File: config.mk
export PLATFORM = sky130hd
export DESIGN_NAME = result_writeback_unit
export DESIGN_NICKNAME = d
export VERILOG_FILES = /design/src/rtl/result_writeback_unit.sv
export SDC_FILE = /design/constraint.sdc
export NUM_CORES = 1
export LEC_CHECK = 0
export CAP_MARGIN = 10
export CELL_PAD_IN_SITES_DETAIL_PLACEMENT = 2
export CELL_PAD_IN_SITES_GLOBAL_PLACEMENT = 2
export CORE_UTILIZATION = 25
export CTS_CLUSTER_DIAMETER = 60
export DETAILED_ROUTE_END_ITERATION = 10
export PLACE_DENSITY_LB_ADDON = 0.1
export SYNTH_ARGS = -nofsm -noshare
export SYNTH_HDL_FRONTEND = slang
export SYNTH_SLANG_ARGS = --single-unit
File: constraint.sdc
create_clock -name clk -period 4 [get_ports clk]
set_input_delay 0.6 -clock clk [delete_from_list [all_inputs] [get_ports clk]]
set_output_delay 0.6 -clock clk [all_outputs]
set_load 0.05 [all_outputs]
File: src/rtl/result_writeback_unit.sv
// Write-back stage: queues up to two ReLU result batches and drains each one as a
// series of single-port memory writes, lowest active lane first.
module result_writeback_unit #(
    parameter int DATA_WIDTH   = 16,
    parameter int IMAGE_WIDTH  = 8,
    parameter int IMAGE_HEIGHT = 8,
    parameter int NUM_UNITS    = 2,
    localparam int ADDR_WIDTH  = $clog2(IMAGE_WIDTH * IMAGE_HEIGHT)
) (
    input  logic                                 clk,
    input  logic                                 reset,
    input  logic                                 result_valid,
    input  logic [NUM_UNITS-1:0][DATA_WIDTH-1:0] result_data,
    input  logic [NUM_UNITS-1:0]                 active_units,
    input  logic [NUM_UNITS-1:0][ADDR_WIDTH-1:0] dst_addr,
    output logic                                 result_ready,
    output logic                                 mem_we,
    output logic [ADDR_WIDTH-1:0]                mem_addr,
    output logic [DATA_WIDTH-1:0]                mem_wdata,
    input  logic                                 mem_ready,
    output logic                                 wb_done,
    output logic                                 busy,
    output logic                                 overflow
);

    localparam int IDX_W = (NUM_UNITS > 1) ? $clog2(NUM_UNITS) : 1;

    typedef enum logic {IDLE, WRITE} state_t;

    state_t state, state_next;

    logic [NUM_UNITS-1:0][DATA_WIDTH-1:0] fifo_data [2];
    logic [NUM_UNITS-1:0][ADDR_WIDTH-1:0] fifo_addr [2];
    logic [NUM_UNITS-1:0]                 fifo_mask [2];
    logic                                 wr_ptr, rd_ptr;
    logic [1:0]                           count;

    logic [IDX_W-1:0] idx;
    logic [NUM_UNITS-1:0][DATA_WIDTH-1:0] head_data;
    logic [NUM_UNITS-1:0][ADDR_WIDTH-1:0] head_addr;
    logic [NUM_UNITS-1:0]                 head_mask;

    logic             first_found, next_found;
    logic [IDX_W-1:0] first_lane, next_lane, load_lane;
    logic             push, pop, load, we_next, done_next;

    // Readiness comes only from the registered count, so a pop never frees a slot early.
    assign result_ready = reset && (count != 2'd2);
    assign push         = result_valid && result_ready;
    assign busy         = (count != 2'd0) || (state != IDLE);

    assign head_data = fifo_data[rd_ptr];
    assign head_addr = fifo_addr[rd_ptr];
    assign head_mask = fifo_mask[rd_ptr];

    // Lowest set lane overall, and lowest set lane strictly above the one in flight.
    always_comb begin
        first_found = 1'b0;
        first_lane  = '0;
        next_found  = 1'b0;
        next_lane   = '0;
        for (int i = NUM_UNITS - 1; i >= 0; i--) begin
            if (head_mask[i]) begin
                first_found = 1'b1;
                first_lane  = IDX_W'(i);
            end
            if (head_mask[i] && (IDX_W'(i) > idx)) begin
                next_found = 1'b1;
                next_lane  = IDX_W'(i);
            end
        end
    end

    always_comb begin
        state_next = state;
        pop        = 1'b0;
        load       = 1'b0;
        load_lane  = first_lane;
        we_next    = mem_we;
        done_next  = 1'b0;
        case (state)
            IDLE: begin
                if (count != 2'd0) begin
                    if (first_found) begin
                        load       = 1'b1;
                        we_next    = 1'b1;
                        state_next = WRITE;
                    end else begin
                        pop       = 1'b1;
                        done_next = 1'b1;
                    end
                end
            end
            WRITE: begin
                if (mem_ready) begin
                    if (next_found) begin
                        load      = 1'b1;
                        load_lane = next_lane;
                    end else begin
                        we_next    = 1'b0;
                        pop        = 1'b1;
                        done_next  = 1'b1;
                        state_next = IDLE;
                    end
                end
            end
            default: state_next = IDLE;
        endcase
    end

    always_ff @(posedge clk) begin
        if (!reset) begin
            state <= IDLE;
        end else begin
            state <= state_next;
        end
    end

    always_ff @(posedge clk) begin
        if (!reset) begin
            count     <= 2'd0;
            wr_ptr    <= 1'b0;
            rd_ptr    <= 1'b0;
            idx       <= '0;
            mem_we    <= 1'b0;
            mem_addr  <= '0;
            mem_wdata <= '0;
            wb_done   <= 1'b0;
            overflow  <= 1'b0;
        end else begin
            mem_we  <= we_next;
            wb_done <= done_next;
            if (load) begin
                idx       <= load_lane;
                mem_addr  <= head_addr[load_lane];
                mem_wdata <= head_data[load_lane];
            end
            if (push) begin
                fifo_data[wr_ptr] <= result_data;
                fifo_addr[wr_ptr] <= dst_addr;
                fifo_mask[wr_ptr] <= active_units;
                wr_ptr            <= ~wr_ptr;
            end
            if (pop) begin
                rd_ptr <= ~rd_ptr;
            end
            case ({push, pop})
                2'b10:   count <= count + 2'd1;
                2'b01:   count <= count - 2'd1;
                default: count <= count;
            endcase
            if (result_valid && !result_ready) begin
                overflow <= 1'b1;
            end
        end
    end

endmodule

=== After elaboration in Yosys (flattened, before gate mapping) ===
Memory sizes are Yosys's and may differ from the RTL's. A register that Yosys moved wholly into a read port is not among the register bits.
Cells that the tools add are included.

* Add/sub/neg operators: 2
* Multiply operators: 0
* Divide/modulo/power cells: 0
* Magnitude comparators: 3
* Equal/unequal tests: 7
* Shifts and indexed selects: 0
* Mux-type cells: 40
* Bitwise logic cells: 3
* Reductions and logical operators: 10

{| class="wikitable"
|+ Operator list
! operator !! count
|-
| 16-bit 2-to-1 mux || 2
|-
| 1-bit 2-to-1 mux || 31
|-
| 6-bit 2-to-1 mux || 2
|-
| 2-bit inequality test, second input constant || 5
|-
| 1-bit case mux with 2 select lines || 4
|-
| 1-bit logical AND || 5
|-
| 2-bit case mux with 2 select lines || 1
|-
| 4-bit AND reduction || 1
|-
| 2-bit nonzero test || 2
|-
| 1-bit NOT || 3
|-
| 2-bit by 1-bit adder with 2-bit output, second input constant || 1
|-
| 2-bit by 1-bit equality test with 1-bit output, second input constant || 1
|-
| 2-bit equality test, second input constant || 1
|-
| 1-bit greater-than comparator, first input constant || 2
|-
| 1-bit by 2-bit less-than comparator with 1-bit output, second input constant || 1
|-
| 2-bit by 1-bit subtractor with 2-bit output, second input constant || 1
|-
| 1-bit zero test || 1
|-
| 1-bit logical OR || 1
|}

* Flip-flop bits (word level): 31
* Latch bits: 0
* Memory bits (writable): 92
* Bits in read-only memories: 0
* Input bits: 50
* Output and inout bits: 27
* Logic and storage cells: 78
* Memories kept: 3

{| class="wikitable"
|+ Memories
! name !! depth !! width !! rd ports !! clocked after Yosys merged registers in !! write ports !! RTL line !! source
|-
| fifo_data || 2 || 32 || 1 || 1 || 1 || 32 || <nowiki>logic [NUM_UNITS-1:0][DATA_WIDTH-1:0] fifo_data [2];</nowiki>
|-
| fifo_addr || 2 || 12 || 1 || 1 || 1 || 33 || <nowiki>logic [NUM_UNITS-1:0][ADDR_WIDTH-1:0] fifo_addr [2];</nowiki>
|-
| fifo_mask || 2 || 2 || 1 || 1 || 1 || 34 || <nowiki>logic [NUM_UNITS-1:0] fifo_mask [2];</nowiki>
|}

=== Logic depth before layout (Yosys ltp) ===
Gate-level depths: netlist of run 1.

* Depth after elaboration: 9
* Depth in mapped cells: 8
* Mapped depth without buffers: 7

=== Worst setup path before layout of run 1 ===
OpenSTA, ideal clock, no wires.

* Path type: input port to flip-flop
* Start: in result_valid
* End: mem fifo_addr[0][0] (netlist bit), enable pin
* Library setup time: 451 ps
* Arrival time: 2,684 ps
* Data required time: 3,549 ps
* Slack: 865 ps
* Cell stages on the path: 2
* Buffers on the path: 0
* Cell sequence: nand3_1 > nor2_1

* Cells in the longest elaborated chain, start to end: 4

{| class="wikitable"
|+ RTL lines
! what !! RTL line !! source
|-
| start: declaration || 12 || <nowiki>input logic result_valid,</nowiki>
|-
| 1-bit logical AND || 49 || <nowiki>assign push = result_valid && result_ready;</nowiki>
|-
| 1-bit 2-to-1 mux || 138 || <nowiki>if (push) begin</nowiki>
|-
| 1-bit 2-to-1 mux || 120 || <nowiki>if (!reset) begin</nowiki>
|-
| 1-bit 2-to-1 mux (not written as such) || 140 || <nowiki>fifo_addr[wr_ptr] <= dst_addr;</nowiki>
|-
| end: declaration || 33 ||
|}

Every way passes these cells.

=== Worst setup path after layout of run 1 ===
* Start: in reset
* End: out result_ready

* Cells in the longest elaborated chain, start to end: 1

{| class="wikitable"
|+ RTL lines
! what !! RTL line !! source
|-
| start: declaration || 11 || <nowiki>input logic reset,</nowiki>
|-
| 1-bit logical AND || 48 || <nowiki>assign result_ready = reset && (count != 2'd2);</nowiki>
|-
| end: declaration || 16 || <nowiki>output logic result_ready,</nowiki>
|}

Every way passes these cells.

==> results_dict.tcl, run 1 <==
set metrics [dict create \
    clock.fmax_mhz 358 \
    crit_path_frequent_cell "clkdlybuf4s50_1" \
    h-tree-depth 4 \
    syn_avg_cell_area_um2 15.7 \
    start_util_pct 25.9 \
    synth_cells 302 \
    drive_above_1_share_pct 10.6 \
    status "finished clean" \
    die_area_um2 19500 \
    dr.first_iter.drc_count 113 \
    criticalPathCategory "input port to primary output" \
    setup_violations 0 \
    clock_path_buffers 2 \
    rrSetupSlack_ns 1.33 \
    yosysUniqueCellTypes 29 \
    crit_required_ns 3.40 \
    grt_pass1_wl_mm 18.2 \
    clk-insertion-delay-late_ns 0.41 \
    vdd.ir_drop.worst_mv 0.295 \
    yosys-top-cells-area "edfxtp_1 58%, dfxtp_1 14%, mux2i_1 10%" \
    max-slew-margin-rel_pct 33.2 \
    fin_crit_sh_pct 69.8 \
    ys.flop_type "edfxtp_1" \
    crit_slowest_cell "clkdlybuf4s50_1" \
    min_period_ns 2.79 \
    path_clk_slew_ns 0.05 \
    finalHoldViolations 0 \
    synth-edff-count 92 \
    overflow 0 \
    port_buffers 76 \
    vias 2880 \
    antenna_found_initial 0 \
    grt_pass1_vias 3144 \
    synthArstFlopShare_pct 0 \
    synth-seq-cells 124 \
    cp_max_fo 14 \
    maxCapViolations 0 \
    clock_sinks 124 \
    crit_arrival_ns 2.19 \
    synth_common_cells "92 x edfxtp_1, 48 x mux2i_1, 32 x dfxtp_1" \
    worstPathCellList "clkdlybuf4s50_1 > buf_4 > and2_1 > clkdlybuf4s50_1" \
    gr-usage-all-layers_pct 12.9 \
    hpwlAfterDp_mm 7.44 \
    row_count 49 \
    ctsResizeCount 0 \
    grt_max_degree 47 \
    ant_nets 0 \
    cts_setup_buffers 0 \
    drc_errors 0 \
    gp_congestion 0.646 \
    cts_tree "yes" \
    synth_nets 353 \
    setup_slack_ns 1.21 \
    wirelength_mm 11.8 \
    whs_ns 0.468 \
    synth.most_common_cell "edfxtp_1" \
    ys.warnings.count 0 \
    num_io_pins 77 \
    dp_worst_setup_slack_ns 1.20 \
    syn2layout_area_growth_pct 33.2 \
    yosysTopAreaCellShare_pct 58.3 \
    n_antenna_cell 0 \
    yosys.area.top_type "edfxtp_1" \
    power_density_nw_per_um2 678 \
    tightest_slew_ns 1.00 \
    cts_root_buf "clkbuf_16" \
    rsz0062_at_grt "no" \
    drv_slew 0 \
    drt-wirelength-per-cell_um 18.9 \
    hp-class "register to register" \
    clock_skew_ns 0.00426 \
    power_leakage_nw 2.03 \
    die-height_um 140 \
    cp-end-kind "primary output" \
    syn_area_um2 4740 \
    cts_buffers 17 \
    setup_tns_ns 0 \
    fp.dieW_um 140 \
    core_um2 18300 \
    max_stage_delay_ns 0.80 \
    nFillCells 1869 \
    hold_buffers 0 \
    synth_seq_area_share_pct 71.8 \
    fin_nets 434 \
    vias_per_cell 4.61 \
    drtPass1Iterations 4 \
    start_kind "input port" \
]
## layout by cell type, fill, tap and decap left out
cell type,n
nor3_1,1
buf_4,6
nor3_2,1
a21boi_0,4
dfxtp_1,31
and3_4,1
bufinv_16,3
mux2i_1,48
clkbuf_16,17
o211ai_1,1
o21a_1,2
xnor2_1,2
edfxtp_1,92
o21ai_0,24
nor2_4,2
a21boi_4,1
dfxtp_2,1
or3_1,3
a21oi_1,2
ha_1,1
o22ai_2,1
o22a_1,1
o31ai_1,1
a32o_1,22
nand3_1,23
nand2_1,5
clkbuf_1,1
nand2b_1,3
a2111o_1,1
clkinvlp_4,4
clkinv_1,2
inv_1,2
and2_1,3
nor2_1,3
clkdlybuf4s50_1,76
clkinv_2,5
## through the flow
stage | total power, W | utilization, % | area, um2 | instances
after floorplan | 0.00243 | - | 4740 | 302
after global placement | 0.00280 | 31.3 | 5730 | 593
after detailed placement | 0.00282 | 31.3 | 5730 | 593
after CTS | 0.00435 | 34.5 | 6310 | 625
after global routing | 0.00446 | 34.5 | 6310 | 625
final | 0.00428 | 34.5 | 6310 | 625
## per-layer routing
layer	track usage [%]	wire length, um
met5	0	0
met4	5.90	201
met3	3.27	329
met2	20.3	5630
met1	16.6	5650
## cells by family after synthesis
logic type | after synthesis | synth area share (%)
compound gates | 60 | 9.61
xor+xnor | 2 | 0.370
fa+ha+maj | 1 | 0.264
buf+inv | 22 | 2.91
flops | 124 | 71.8
mux | 48 | 10.1
simple gates | 45 | 4.86
## sequential cells by signal, indices dropped and copies added, names as in the netlist, 2 cells and up, named ones only
signal / count
fifo_data: 64
fifo_addr: 24
mem_wdata: 16
mem_addr: 6
fifo_mask: 4
count: 2
## final cells by class
cell class	count	area (um2)	share of cell area [%]
Tap cell	229	287	4.54
Clock buffer	18	429	6.80
Inverter	2	7.51	0.119
Clock inverter	14	153	2.42
Sequential cell	124	3400	54.0
Timing Repair Buffer	82	806	12.8
Multi-Input combinational cell	156	1220	19.4
## critical path: cells and delay by family
family / cells / cell delay [ns]
buffers and inverters: 3 / 1.43
AND/OR/NAND/NOR: 1 / 0.16
## path summary, 6_finish.rpt
check | startpoint | end | cells past startpoint
worst max register to register | register | mem_wdata[0]$_SDFFE_PN0P_ | 5
worst max-delay path | reset | result_ready | 4
worst min-delay path | overflow$_SDFFE_PN0P_ | overflow$_SDFFE_PN0P_ | 1
worst min register to register | overflow$_SDFFE_PN0P_ | overflow$_SDFFE_PN0P_ | 1
## where the power goes
part	internal (W)	switching [W]
registers	0.00154	0.000125
clock network	0.000967	0.000545
logic	0.000416	0.000683
total	0.00293	0.00135
Note: power is estimated with default switching activity, not from simulation.
==> inputs of run 2 (changes only) <==
- clock period: 4 -> 2.32 ns (I/O delays scaled with it)
==> results_dict.tcl, run 2 (synthesis results as in run 1) <==
set metrics [dict create \
    cp-end-kind "primary output" \
    grt_pass1_wl_mm 18.1 \
    grt_pass1_vias 3137 \
    wirelength_mm 11.8 \
    cts_buffers 17 \
    clock_path_buffers 2 \
    drv_slew 0 \
    drtPass1Iterations 4 \
    fin_crit_sh_pct 93.7 \
    drt-wirelength-per-cell_um 18.6 \
    n_antenna_cell 0 \
    largest_registers "fifo_data: 64 flops, fifo_addr: 24 flops, mem_wdata: 16 flops" \
    vias 2878 \
    cts_root_buf "clkbuf_16" \
    hpwlAfterDp_mm 7.63 \
    row_count 49 \
    ctsResizeCount 0 \
    syn2layout_area_growth_pct 35.4 \
    criticalPathCategory "register to primary output" \
    cp_max_fo 5 \
    power_frac_clock_pct 35.3 \
    start_kind "register" \
    die_area_um2 19500 \
    gr-usage-met1_pct 15.5 \
    vias_per_cell 4.55 \
    hold_buffers 0 \
    max_stage_delay_ns 0.70 \
    rsz0062_at_grt "no" \
    final_cells 633 \
    status "finished clean" \
    clock.fmax_mhz 460 \
    clock_sinks 124 \
    die-height_um 140 \
    dpl.cell_count 601 \
    gr-usage-all-layers_pct 12.8 \
    dp_worst_setup_slack_ns 0.222 \
    swShare_pct 31.3 \
    clock_skew_ns 0.0102 \
    largest_register_ffs 64 \
    multi_input_area_um2 1220 \
    ant_nets 0 \
    crit_slowest_cell "clkdlybuf4s50_1" \
    path_clk_slew_ns 0.05 \
    hp-class "register to register" \
    setup_slack_ns 0.145 \
    antenna_found_initial 0 \
    finalPower_w 0.00747 \
    regMostFlops "fifo_data" \
    h-tree-depth 4 \
    drc_errors 0 \
    internal_power_w 0.00513 \
    crit_arrival_ns 1.83 \
    clk-insertion-delay-late_ns 0.41 \
    power_density_nw_per_um2 1160 \
    vdd.ir_drop.worst_mv 0.475 \
    tightest_slew_ns 0.592 \
    met3_usage_pct 4.27 \
    p_comb_share_pct 26.7 \
    regArea_um2 3400 \
    overflow 0 \
    cts_tree "yes" \
    max-slew-margin-rel_pct 60.5 \
    grt_max_degree 48 \
    rrSetupSlack_ns 0.21 \
    core_um2 18300 \
    gp_congestion 0.668 \
    pwr-share-seq_pct 38.0 \
    busiest_layer "met2" \
    fin_nets 442 \
    cts_setup_buffers 0 \
    dr.first_iter.drc_count 108 \
    netSwitchingPower_w 0.00234 \
    start_util_pct 25.9 \
    num_io_pins 77 \
    worstPathCellList "or3_1 > clkdlybuf4s50_1" \
    finalHoldViolations 0 \
    setup_tns_ns 0 \
    fp.dieW_um 140 \
    final_area_um2 6410 \
    drive_above_1_share_pct 12.9 \
    met2_usage_pct 21.1 \
    place_area_um2 5820 \
    port_buffers 76 \
    crit_required_ns 1.97 \
    setup_violations 0 \
    final_cell_mix "92 x edfxtp_1, 75 x clkdlybuf4s50_1, 48 x mux2i_1, 31 x dfxtp_1, 24 x o21ai_0" \
    mostFrequentLayoutCell "edfxtp_1" \
    power_leakage_nw 2.10 \
    nFillCells 1863 \
    maxCapViolations 0 \
    min_period_ns 2.17 \
]
## run 2: power groups by stage
stage / clock network (W) / logic [W] / registers (W)
finish: 0.00264 / 0.00199 / 0.00284
floorplan: 0 / 0.000862 / 0.00332
global route: 0.00280 / 0.00214 / 0.00287
global placement: 0 / 0.00200 / 0.00288
CTS: 0.00272 / 0.00203 / 0.00285
detailed placement: 0 / 0.00202 / 0.00289
## run 2: worst paths after layout
path | startpoint | endpoint | cells past startpoint
min | mem_addr[5]$_SDFFE_PN0P_ | mem_addr[5]$_SDFFE_PN0P_ | 1
min reg2reg | mem_addr[5]$_SDFFE_PN0P_ | mem_addr[5]$_SDFFE_PN0P_ | 1
max | count[1]$_SDFFE_PN0P_ | busy | 2
max reg2reg | register | mem_addr[1]$_SDFFE_PN0P_ | 6
## run 2: final cells by class
cell class              instances  share of cell area [%]
clock buffers                  19                    6.91
clock inverters                13                    2.30
inverters                       2                   0.117
multi-input cells             156                    19.1
flip-flops and latches        124                    53.1
well taps                     229                    4.47
repair buffers                 90                    14.0
## run 2: layer usage
| metal | part of all wire [%] | vias to the layer above | wire [um] |
|---|---|---|---|
| li1 | - | 1366 | - |
| met5 | 0 | - | 0 |
| met1 | 46 | 1445 | 5370 |
| met3 | 4.0 | 8 | 475 |
| met4 | 0.86 | 0 | 101 |
| met2 | 49 | 59 | 5810 |
## run 2: worst max-delay path, delay by kind of cell, from the launching register on
kind                   cells  cell delay [ns]
buffers and inverters      1             0.70
DFF                        1             0.34
and+or+nand+nor            1             0.38
## run 2: metrics by stage
stage / hold slack (ns) / utilization [%]
after global placement: 0.453 / 31.9
final: 0.475 / 35.1
after floorplan: 0.447 / -
after global routing: 0.500 / 35.1
after CTS: 0.478 / 35.1
after detailed placement: 0.465 / 31.9
